$ cat src/rtl/regfile_pkg.sv
// Shared types and writeback requester indices for the register-file writeback scheduler.
package regfile_pkg;

    localparam int DATA_WIDTH = 32;
    localparam int NUM_REG    = 32;
    localparam int IDX_WIDTH  = $clog2(NUM_REG);

    typedef logic [IDX_WIDTH-1:0]  reg_idx_t;
    typedef logic [DATA_WIDTH-1:0] reg_data_t;

    // Writeback requester slots: ALU and load unit share one RF write port
    localparam int WB_ALU  = 0;
    localparam int WB_LOAD = 1;
    localparam int NUM_WB  = 2;

endpackage

$ cat src/rtl/wb_rr_arbiter.sv
// Two-requester round-robin arbiter. A lone requester is always granted; on
// contention the pointer picks, and after any grant the pointer moves to the
// other requester so neither side can starve.
module wb_rr_arbiter
    import regfile_pkg::*;
(
    input  logic              clk,
    input  logic              rst,
    input  logic [NUM_WB-1:0] valid,
    output logic [NUM_WB-1:0] grant
);

    // ptr_q = 0 favours the ALU, 1 favours the load unit
    logic ptr_q, ptr_d;

    // Grant selection and pointer advance
    always_comb begin
        grant = valid;
        if (&valid) begin
            grant = ptr_q ? 2'b10 : 2'b01;
        end
        ptr_d = ptr_q;
        if (grant[WB_ALU]) begin
            ptr_d = 1'b1;
        end else if (grant[WB_LOAD]) begin
            ptr_d = 1'b0;
        end
    end

    // Pointer register
    always_ff @(posedge clk or posedge rst) begin
        if (rst) begin
            ptr_q <= 1'b0;
        end else begin
            ptr_q <= ptr_d;
        end
    end

endmodule

$ cat src/rtl/regfile_wb_scheduler.sv
// Register-file writeback scheduler: arbitrates the single RF write port
// between ALU and load writebacks, keeps a busy scoreboard of registers with
// outstanding writes, and stalls decode on RAW/WAW hazards against it.
module regfile_wb_scheduler
    import regfile_pkg::*;
#(
    parameter int data_width = DATA_WIDTH,
    parameter int num_reg    = NUM_REG,
    parameter int idx_width  = $clog2(num_reg)
) (
    input  logic                                clk,
    input  logic                                rst,
    input  logic                                issue_valid,
    input  logic                                issue_writes,
    input  logic [idx_width-1:0]                issue_rs1,
    input  logic [idx_width-1:0]                issue_rs2,
    input  logic [idx_width-1:0]                issue_rd,
    output logic                                issue_ready,
    input  logic [NUM_WB-1:0]                   wb_valid,
    input  logic [NUM_WB-1:0][idx_width-1:0]    wb_rd,
    input  logic [NUM_WB-1:0][data_width-1:0]   wb_data,
    output logic [NUM_WB-1:0]                   wb_ready,
    output logic                                rf_wen,
    output logic [idx_width-1:0]                rf_rd,
    output logic [data_width-1:0]               rf_rdv,
    output logic [num_reg-1:0]                  busy,
    output logic [idx_width:0]                  outstanding
);

    localparam int OW = idx_width + 1;

    logic [num_reg-1:0]    busy_q, busy_d, set_vec, clr_vec;
    logic [OW-1:0]         outstanding_q, outstanding_d;
    logic                  rf_wen_q, rf_wen_d;
    logic [idx_width-1:0]  rf_rd_q, rf_rd_d;
    logic [data_width-1:0] rf_rdv_q, rf_rdv_d;
    logic [NUM_WB-1:0]     grant;
    logic [idx_width-1:0]  sel_rd;
    logic [data_width-1:0] sel_data;
    logic                  issue_set;
    logic                  cnt_inc, cnt_dec;

    wb_rr_arbiter u_arb (
        .clk   (clk),
        .rst   (rst),
        .valid (wb_valid),
        .grant (grant)
    );

    assign wb_ready = grant;

    // x0 never counts as busy, so it never causes a stall
    assign issue_ready = !(busy_q[issue_rs1] && (issue_rs1 != '0)) &&
                         !(busy_q[issue_rs2] && (issue_rs2 != '0)) &&
                         !(issue_writes && (issue_rd != '0) && busy_q[issue_rd]);

    assign issue_set = issue_valid && issue_ready && issue_writes && (issue_rd != '0);

    // Per-register set (new issue) and clear (write retiring in the RF) strobes
    generate
        for (genvar gi = 0; gi < num_reg; gi++) begin : g_sb
            assign set_vec[gi] = issue_set && (issue_rd == idx_width'(gi));
            assign clr_vec[gi] = rf_wen_q  && (rf_rd_q  == idx_width'(gi));
        end
    endgenerate

    // Scoreboard next state; set overrides clear on the same index
    always_comb begin
        busy_d    = (busy_q & ~clr_vec) | set_vec;
        busy_d[0] = 1'b0;
        cnt_inc   = issue_set && !busy_q[issue_rd];
        cnt_dec   = rf_wen_q && busy_q[rf_rd_q] && !(issue_set && (issue_rd == rf_rd_q));
        outstanding_d = outstanding_q + OW'(cnt_inc) - OW'(cnt_dec);
    end

    // Write-stage next state; a grant to x0 is swallowed, no grant holds rd/rdv
    always_comb begin
        sel_rd   = grant[WB_LOAD] ? wb_rd[WB_LOAD]   : wb_rd[WB_ALU];
        sel_data = grant[WB_LOAD] ? wb_data[WB_LOAD] : wb_data[WB_ALU];
        rf_wen_d = (|grant) && (sel_rd != '0);
        rf_rd_d  = rf_wen_d ? sel_rd   : rf_rd_q;
        rf_rdv_d = rf_wen_d ? sel_data : rf_rdv_q;
    end

    // Scoreboard and write-stage registers
    always_ff @(posedge clk or posedge rst) begin
        if (rst) begin
            busy_q        <= '0;
            outstanding_q <= '0;
            rf_wen_q      <= 1'b0;
            rf_rd_q       <= '0;
            rf_rdv_q      <= '0;
        end else begin
            busy_q        <= busy_d;
            outstanding_q <= outstanding_d;
            rf_wen_q      <= rf_wen_d;
            rf_rd_q       <= rf_rd_d;
            rf_rdv_q      <= rf_rdv_d;
        end
    end

    assign rf_wen      = rf_wen_q;
    assign rf_rd       = rf_rd_q;
    assign rf_rdv      = rf_rdv_q;
    assign busy        = busy_q;
    assign outstanding = outstanding_q;

    // A writeback granted to a register with no pending write is a protocol error
    a_wb_to_busy: assert property (@(posedge clk) disable iff (rst)
        ((|grant) && (sel_rd != '0)) |-> busy_q[sel_rd]);

    // The incremental count must track the scoreboard exactly
    a_count: assert property (@(posedge clk) disable iff (rst)
        outstanding_q == OW'($countones(busy_q)));

endmodule

$ cat config.mk
export PLATFORM = sky130hd
export DESIGN_NAME = regfile_wb_scheduler
export DESIGN_NICKNAME = d
export VERILOG_FILES = /design/src/rtl/regfile_pkg.sv /design/src/rtl/wb_rr_arbiter.sv /design/src/rtl/regfile_wb_scheduler.sv
export SDC_FILE = /design/constraint.sdc
export NUM_CORES = 1
export LEC_CHECK = 0
export BUFFER_PORTS_ARGS = -buffer_cell sky130_fd_sc_hd__buf_2
export CAP_MARGIN = 20
export CORE_MARGIN = 4
export CORE_UTILIZATION = 40
export CTS_BUF_LIST = sky130_fd_sc_hd__clkbuf_8
export DETAILED_ROUTE_END_ITERATION = 16
export PLACE_DENSITY_LB_ADDON = 0.08
export SLEW_MARGIN = 20
export SYNTH_ARGS = -nofsm -noshare
export SYNTH_HDL_FRONTEND = slang
export SYNTH_SLANG_ARGS = --single-unit
$ cat constraint.sdc
create_clock -name clk -period 11.3 [get_ports clk]
set_clock_uncertainty 0.15 [all_clocks]
set_input_delay 1.13 -clock clk [delete_from_list [all_inputs] [get_ports clk]]
set_output_delay 1.13 -clock clk [all_outputs]
set_load 0.01 [all_outputs]
==> results_dict.tcl, run 1 <==
set metrics [dict create \
    ios 174 \
    setup_viol 0 \
    hp-start "outstanding[0]$_DFF_PP0_" \
    grt_pass1_wl_mm 23.1 \
    cts_htree_levels 3 \
    hold_buffers 0 \
    rsz0062_at_grt "false" \
    num_antenna_cells 0 \
    synth-compound-area-share_pct 16.7 \
    placedInstanceArea_sq_um 5680 \
    netlist_top_cells_area "dfrtp_1 40%, mux2i_1 12%, mux4_2 8.5%" \
    cts_buffers 9 \
    clk_latency_ps 350 \
    cts_resized 0 \
    total_power_mw 1.33 \
    area_growth_syn_to_layout_pct 24.4 \
    cp-start-kind "input port" \
    required_ps 10020 \
    critPathMaxFanout 14 \
    ys_seq_area_share_pct 39.9 \
    synth_top_area_share_pct 39.9 \
    yosysWarningCount 0 \
    clockRootBuffer "clkbuf_8" \
    ys.flop_type "dfrtp_1" \
    grtUsageMet1_pct 28.9 \
    ys_seq_elements 76 \
    gr-max-usage-layer "met2" \
    synth_cells 468 \
    syn-num-nets 570 \
    r2r_start "rf_rd[0]$_DFFE_PP0P_" \
    drv_slew 0 \
    grt_max_degree 77 \
    drc_errors 0 \
    whs_endpoint "outstanding[0]$_DFF_PP0_" \
    fin_crit_ps 4490 \
    dr.pass1.iters 4 \
    post-cts-setup-buffer-count 0 \
    worstSetupPathType "input port to output port" \
    min_path_type "flop to flop" \
    drive_gt1_share_pct 35.9 \
    vias 4317 \
    reg2reg_depth 13 \
    hold_violations 0 \
    status "completed" \
    peakVddDrop_mv 0.0830 \
    die-area_sq_um 13700 \
    critPathArrivalTime_ps 3210 \
    synthAdderAreaFrac_pct 1.99 \
    vias_per_cell 5.61 \
    drv_cap 0 \
    clk_path_buf_depth 2 \
    grt_pass1_vias 4336 \
    synth_area_sq_um 4770 \
    die_x_um 117 \
    dp_cells 754 \
    clk_transition_reported_paths_ps 80 \
    synth_area_per_cell_sq_um 10.2 \
    first_iter_violations 283 \
    antenna_found_initial 0 \
    dpl.hpwl_mm 11.1 \
    gp_congestion 0.905 \
    cts.sinks 76 \
    p_leak_nw 2.78 \
    met2_usage_pct 34.4 \
    power_density_nw_per_um2 224 \
    worstReg2RegEnd "outstanding[4]$_DFF_PP0_" \
    synth_edf_count 0 \
    whs_path_depth 1 \
    ys_async_sr_fraction_pct 100 \
    cts_tree "yes" \
    synth-xor-area-share_pct 0.918 \
    maxSlewHeadroom_pct 36.4 \
    start_util_pct 41.2 \
    post_drt_wl_per_cell_um 19.5 \
    synthSimpleGateAreaFrac_pct 12.9 \
    tns_ps 0 \
    grt.total_usage_pct 22.1 \
    synthMuxAreaShare_pct 22.7 \
    finalNetCount 724 \
    synth_cell_type_count 58 \
    core_area_sq_um 11600 \
    rows 39 \
    finalCritPeriodShare_pct 39.8 \
    port_buffers 172 \
    grt-ovfl-total 0 \
    synth_top_family_by_area "multiplexers" \
    ant_nets 0 \
    die_h_um 117 \
    wl_mm 15.0 \
    grt_use_met3_pct 6.74 \
    crit_path_end_kind "output port" \
    post-route-cell-area_sq_um 5930 \
    final-instance-count-excl-fill 770 \
    reg2reg_slack_ps 7550 \
    yosysTopAreaCell "dfrtp_1" \
    fmax_mhz 222 \
    tightestPinTransition_ps 955 \
]
==> worst max-delay path, stage by stage <==
cell and delay [ps]:
buf_2 300, mux4_1 610, a221o_1 390, a221oi_4 330, nor2_1 90, a31oi_1 200
buf_2 160
==> routing by layer <==
| layer | up-vias | routed length, um |
|---|---|---|
| li1 | 2023 | - |
| met5 | - | 0 |
| met4 | 0 | 289 |
| met1 | 2061 | 6330 |
| met2 | 211 | 6940 |
| met3 | 22 | 1430 |
==> worst max-delay path by stage <==
stage                  from  slack, ps                       end
3_3_place_gp    issue_rd[0]       6750  outstanding[4]$_DFF_PP0_
3_5_place_dp    issue_rd[0]       6660  outstanding[4]$_DFF_PP0_
5_1_grt         issue_rd[0]       6680               issue_ready
6_report        issue_rd[0]       6810               issue_ready
2_1_floorplan  issue_rs2[0]       7000  outstanding[4]$_DFF_PP0_
4_1_cts         issue_rd[0]       6810               issue_ready
==> registers in the layout, summed over array words and instances, names as in the netlist <==
signal       cells
rf_wen           1
outstanding      6
rf_rd            5
busy            31
rf_rdv          32
u_arb.ptr_q      1
==> power by group <==
part / internal, mW / switching (mW) / leakage [nW] / total [mW]
registers: 0.364 / 0.162 / 0.881 / 0.526
clock network: 0.158 / 0.0988 / 0.131 / 0.256
logic: 0.274 / 0.272 / 1.77 / 0.546
total: 0.795 / 0.534 / 2.78 / 1.33
==> per-stage QoR <==
stage	worst slack (ps)	hold WS [ps]	util [%]
final	6810	373	51.3
after global routing	6680	392	51.3
after CTS	6810	381	51.3
after detailed placement	6660	359	49.1
after global placement	6750	354	49.1
after floorplan	7000	353	-
==> synth_stat cells, types with 2 or more instances <==
| library cell | count |
|---|---|
| a211oi_1 | 2 |
| a21o_1 | 2 |
| a21oi_1 | 42 |
| a221oi_1 | 2 |
| a22oi_1 | 5 |
| a311oi_1 | 2 |
| a31oi_1 | 2 |
| and3_1 | 3 |
| buf_1 | 6 |
| buf_2 | 7 |
| buf_4 | 2 |
| clkbuf_1 | 14 |
| dfrtp_1 | 76 |
| ha_1 | 6 |
| inv_1 | 20 |
| mux2_2 | 2 |
| mux2i_1 | 55 |
| mux4_1 | 4 |
| mux4_2 | 18 |
| nand2_1 | 14 |
| nand2b_1 | 5 |
| nand3_1 | 15 |
| nand4_1 | 2 |
| nand4_2 | 3 |
| nand4_4 | 3 |
| nor2_1 | 51 |
| nor2b_1 | 6 |
| o21ai_0 | 38 |
| o21ai_1 | 27 |
| or4_1 | 2 |
| xnor2_1 | 5 |
==> layout make-up <==
class	instances	area (sq um)
multi-input cells	340	2640
clock inverters	5	98.8
inverters	20	76.3
fillers	1090	5640
flip-flops and latches	76	1900
clock buffers	11	151
well taps	143	179
repair buffers	175	883
==> layout by cell type (no fill, tap or decap), drive strengths merged, types with 3 or more instances in the layout <==
cell type,netlist,final
and3,3,3
nor2b,6,6
nand3,16,16
buf,17,175
a22oi,6,6
a221oi,3,3
clkbuf,15,11
mux4,22,22
nand4,8,8
nand2b,5,5
bufinv,0,3
dfrtp,76,76
nor2,52,52
a21oi,42,42
o21ai,66,66
mux2i,55,55
xnor2,5,5
ha,6,6
inv,20,20
nand2,14,14
==> cell families (layout without fill, tap and decap cells) <==
family	after synthesis	in the layout
XOR/XNOR	5	5
flip-flops	76	76
adder cells (fa/ha/maj)	7	7
AO/OA/AOI/OAI	135	135
AND/OR/NAND/NOR	113	113
other	1	1
buffers and inverters	52	211
multiplexers	79	79
(Power assumes the default switching activity.)
==> inputs of run 2 (changes only) <==
--- a/config.mk
+++ b/config.mk
@@ -5,6 +5,7 @@
 export SDC_FILE = /design/constraint.sdc
 export NUM_CORES = 1
 export LEC_CHECK = 0
+export ABC_AREA = 1
 export BUFFER_PORTS_ARGS = -buffer_cell sky130_fd_sc_hd__buf_2
 export CAP_MARGIN = 20
 export CORE_MARGIN = 4
==> constraint.sdc (replaced) <==
create_clock -name clk -period 4.7 [get_ports clk]
set_clock_uncertainty 0.15 [all_clocks]
set_input_delay 0.47 -clock clk [delete_from_list [all_inputs] [get_ports clk]]
set_output_delay 0.47 -clock clk [all_outputs]
set_load 0.01 [all_outputs]
==> results_dict.tcl, run 2 <==
set metrics [dict create \
    status "completed" \
    ios 174 \
    drv_cap 0 \
    syn-num-nets 932 \
    critPathMaxFanout 32 \
    synthMuxAreaShare_pct 0.374 \
    finalNetCount 1082 \
    dr.pass1.iters 5 \
    cts_htree_levels 3 \
    largest_register_ffs 32 \
    ant_nets 0 \
    min_path_type "input port to flop" \
    cts_buffers 9 \
    synth.cells.most_frequent "401 x nand2_1, 76 x dfrtp_1, 66 x inv_1, 51 x nor2_1, 43 x o21ai_0" \
    core_area_sq_um 13200 \
    port_buffers 172 \
    tightestPinTransition_ps 793 \
    yosysTopAreaCell "dfrtp_1" \
    dpl.hpwl_mm 13.0 \
    grt_max_degree 63 \
    synthAdderAreaFrac_pct 1.77 \
    post-cts-setup-buffer-count 0 \
    cts.sinks 76 \
    antenna_found_initial 0 \
    synth_cells 830 \
    total_power_mw 3.07 \
    synth_area_sq_um 5360 \
    clk_transition_reported_paths_ps 80 \
    cts_tree "yes" \
    die_x_um 124 \
    crit_chain "inv_1 -> nand2_1 -> nand3_1 -> nand2_1 -> nand2_1 -> nand3_1 -> nand3_1 -> nand2_1 -> nor2_4 -> and2_1 -> nand2_1 -> ha_1 -> inv_1 -> ha_1 -> inv_1 -> fa_1 -> o21ai_0 -> xor2_1" \
    maxSlewHeadroom_pct 47.1 \
    p_seq_share_pct 37.2 \
    dp_cells 1144 \
    synth_top_area_share_pct 35.5 \
    fin_crit_ps 3540 \
    grt-ovfl-total 0 \
    wl_mm 17.6 \
    cp-start-kind "flop" \
    peakVddDrop_mv 0.155 \
    ys_seq_area_share_pct 35.5 \
    internal_power_mw 1.66 \
    gp_congestion 0.914 \
    ys_async_sr_fraction_pct 100 \
    grt_pass1_vias 5601 \
    critPathBufInv 3 \
    required_ps 4850 \
    fmax_mhz 283 \
    vias 5832 \
    clkPwrFrac_pct 16.5 \
    hold_violations 0 \
    cp_top_family "simple AND/OR/NAND/NOR gates" \
    start_util_pct 40.6 \
    worstSetupPathType "flop to flop" \
    rows 42 \
    post_drt_wl_per_cell_um 15.1 \
    drc_errors 0 \
    rsz0062_at_grt "false" \
    setup_ws_ps 1160 \
    critPathArrivalTime_ps 3680 \
    ys.flop_type "dfrtp_1" \
    switchingPower_mw 1.42 \
    grt.total_usage_pct 23.4 \
    synth_edf_count 0 \
    setup_viol 0 \
    grt_pass1_wl_mm 28.1 \
    power_density_nw_per_um2 480 \
    netlist_top_cells_area "dfrtp_1 35%, nand2_1 28%, inv_1 4.6%" \
    final_common_cell "nand2_1" \
    vias_per_cell 5.02 \
    tns_ps 0 \
    clk_latency_ps 370 \
    die_h_um 124 \
    drv_slew 0 \
    crit_path_end_kind "flop" \
    pre_cts_slack_ps 840 \
    clk_path_buf_depth 2 \
    die-area_sq_um 15300 \
    final-instance-count-excl-fill 1161 \
    yosysWarningCount 0 \
    synth-compound-area-share_pct 8.97 \
    synth-xor-area-share_pct 0.817 \
    synth_most_common_cell "nand2_1" \
    ys_seq_elements 76 \
    synth_area_per_cell_sq_um 6.46 \
    synth_top_family_by_area "simple AND/OR/NAND/NOR gates" \
    synthSimpleGateAreaFrac_pct 41.9 \
    finalCritPeriodShare_pct 75.3 \
    area_growth_syn_to_layout_pct 19.4 \
    p_leak_nw 3.62 \
    cp_slowest_cell "nor2_4" \
    swShare_pct 46.0 \
    nFillCells 1427 \
    cpMostUsedCell "nand2_1" \
    synth_cell_type_count 41 \
    first_iter_violations 561 \
    comb_power_share_pct 46.3 \
    clockRootBuffer "clkbuf_8" \
    final_cell_mix "401 x nand2_1, 172 x buf_2, 76 x dfrtp_1" \
    whs_ps 183 \
    num_antenna_cells 0 \
    max_stage_delay_ps 570 \
    drive_gt1_share_pct 21.0 \
]
## run 2: layout make-up
type,count,area [sq um],share of cell area [%]
Sequential cell,76,1900,29.7
Inverter,72,277,4.32
Tap cell,176,220,3.44
Multi-Input combinational cell,642,2890,45.2
Timing Repair Buffer,179,916,14.3
Clock inverter,6,57.6,0.899
Clock buffer,10,138,2.15
## run 2: final timing paths
check	startpoint	to	slack (ps)	cells past startpoint
setup / recovery	busy[11]$_DFF_PP0_	outstanding[4]$_DFF_PP0_	1160	18
hold / removal	wb_valid[0]	u_arb.ptr_q$_DFFE_PP0P_	180	2
setup reg to reg	busy[11]$_DFF_PP0_	outstanding[4]$_DFF_PP0_	1160	18
hold reg to reg	rf_rdv[12]$_DFFE_PP0P_	rf_rdv[12]$_DFFE_PP0P_	320	2
max in group asynchronous	rst	busy[21]$_DFF_PP0_	2920	4
min in group asynchronous	rst	busy[8]$_DFF_PP0_	410	3
## run 2: what timing repair did
item	CTS	global route
resized for setup	0	0
hold buffers	1	0
endpoints found under the hold margin	14	0
setup endpoints to repair	0	0
## run 2: metal layers
layer / share of wire, % / vias to the layer above / global-route usage (%)
met5: 0 / - / 0
met4: 3.1 / 0 / 9.00
met3: 8.4 / 39 / 6.13
met2: 46 / 259 / 37.1
met1: 43 / 2593 / 30.4
li1: - / 2941 / -
## run 2: cell families (layout without fill, tap and decap cells)
group	count (synthesis)	after routing
AO/OA/AOI/OAI	81	81
XOR/XNOR	5	5
adder cells (fa/ha/maj)	7	7
buffers and inverters	112	267
flip-flops	76	76
multiplexers	2	2
other	1	1
AND/OR/NAND/NOR	546	546
## run 2: per-stage QoR
step                cell area [sq um]  util, %
floorplan                        5360        -
global placement                 6190     47.0
detailed placement               6190     47.0
CTS                              6400     48.5
global route                     6400     48.5
finish                           6400     48.5
## run 2: worst register-to-register path: stages (launching register included)
cell and delay, ps:
dfrtp_1 400, inv_1 170, nand2_1 80, nand3_1 90, nand2_1 80, nand2_1 70
nand3_1 70, nand3_1 90, nand2_1 90, nor2_4 570, and2_1 250, nand2_1 60
ha_1 280, inv_1 50, ha_1 130, inv_1 60, fa_1 420, o21ai_0 220
xor2_1 150
## run 2: power groups by stage
stage	Combinational, mW	Sequential [mW]	Clock [mW]
4_1_cts	1.43	1.14	0.521
6_report	1.42	1.14	0.508
2_1_floorplan	0.839	1.17	0
3_5_place_dp	1.43	1.15	0
5_1_grt	1.62	1.17	0.549
3_3_place_gp	1.43	1.15	0
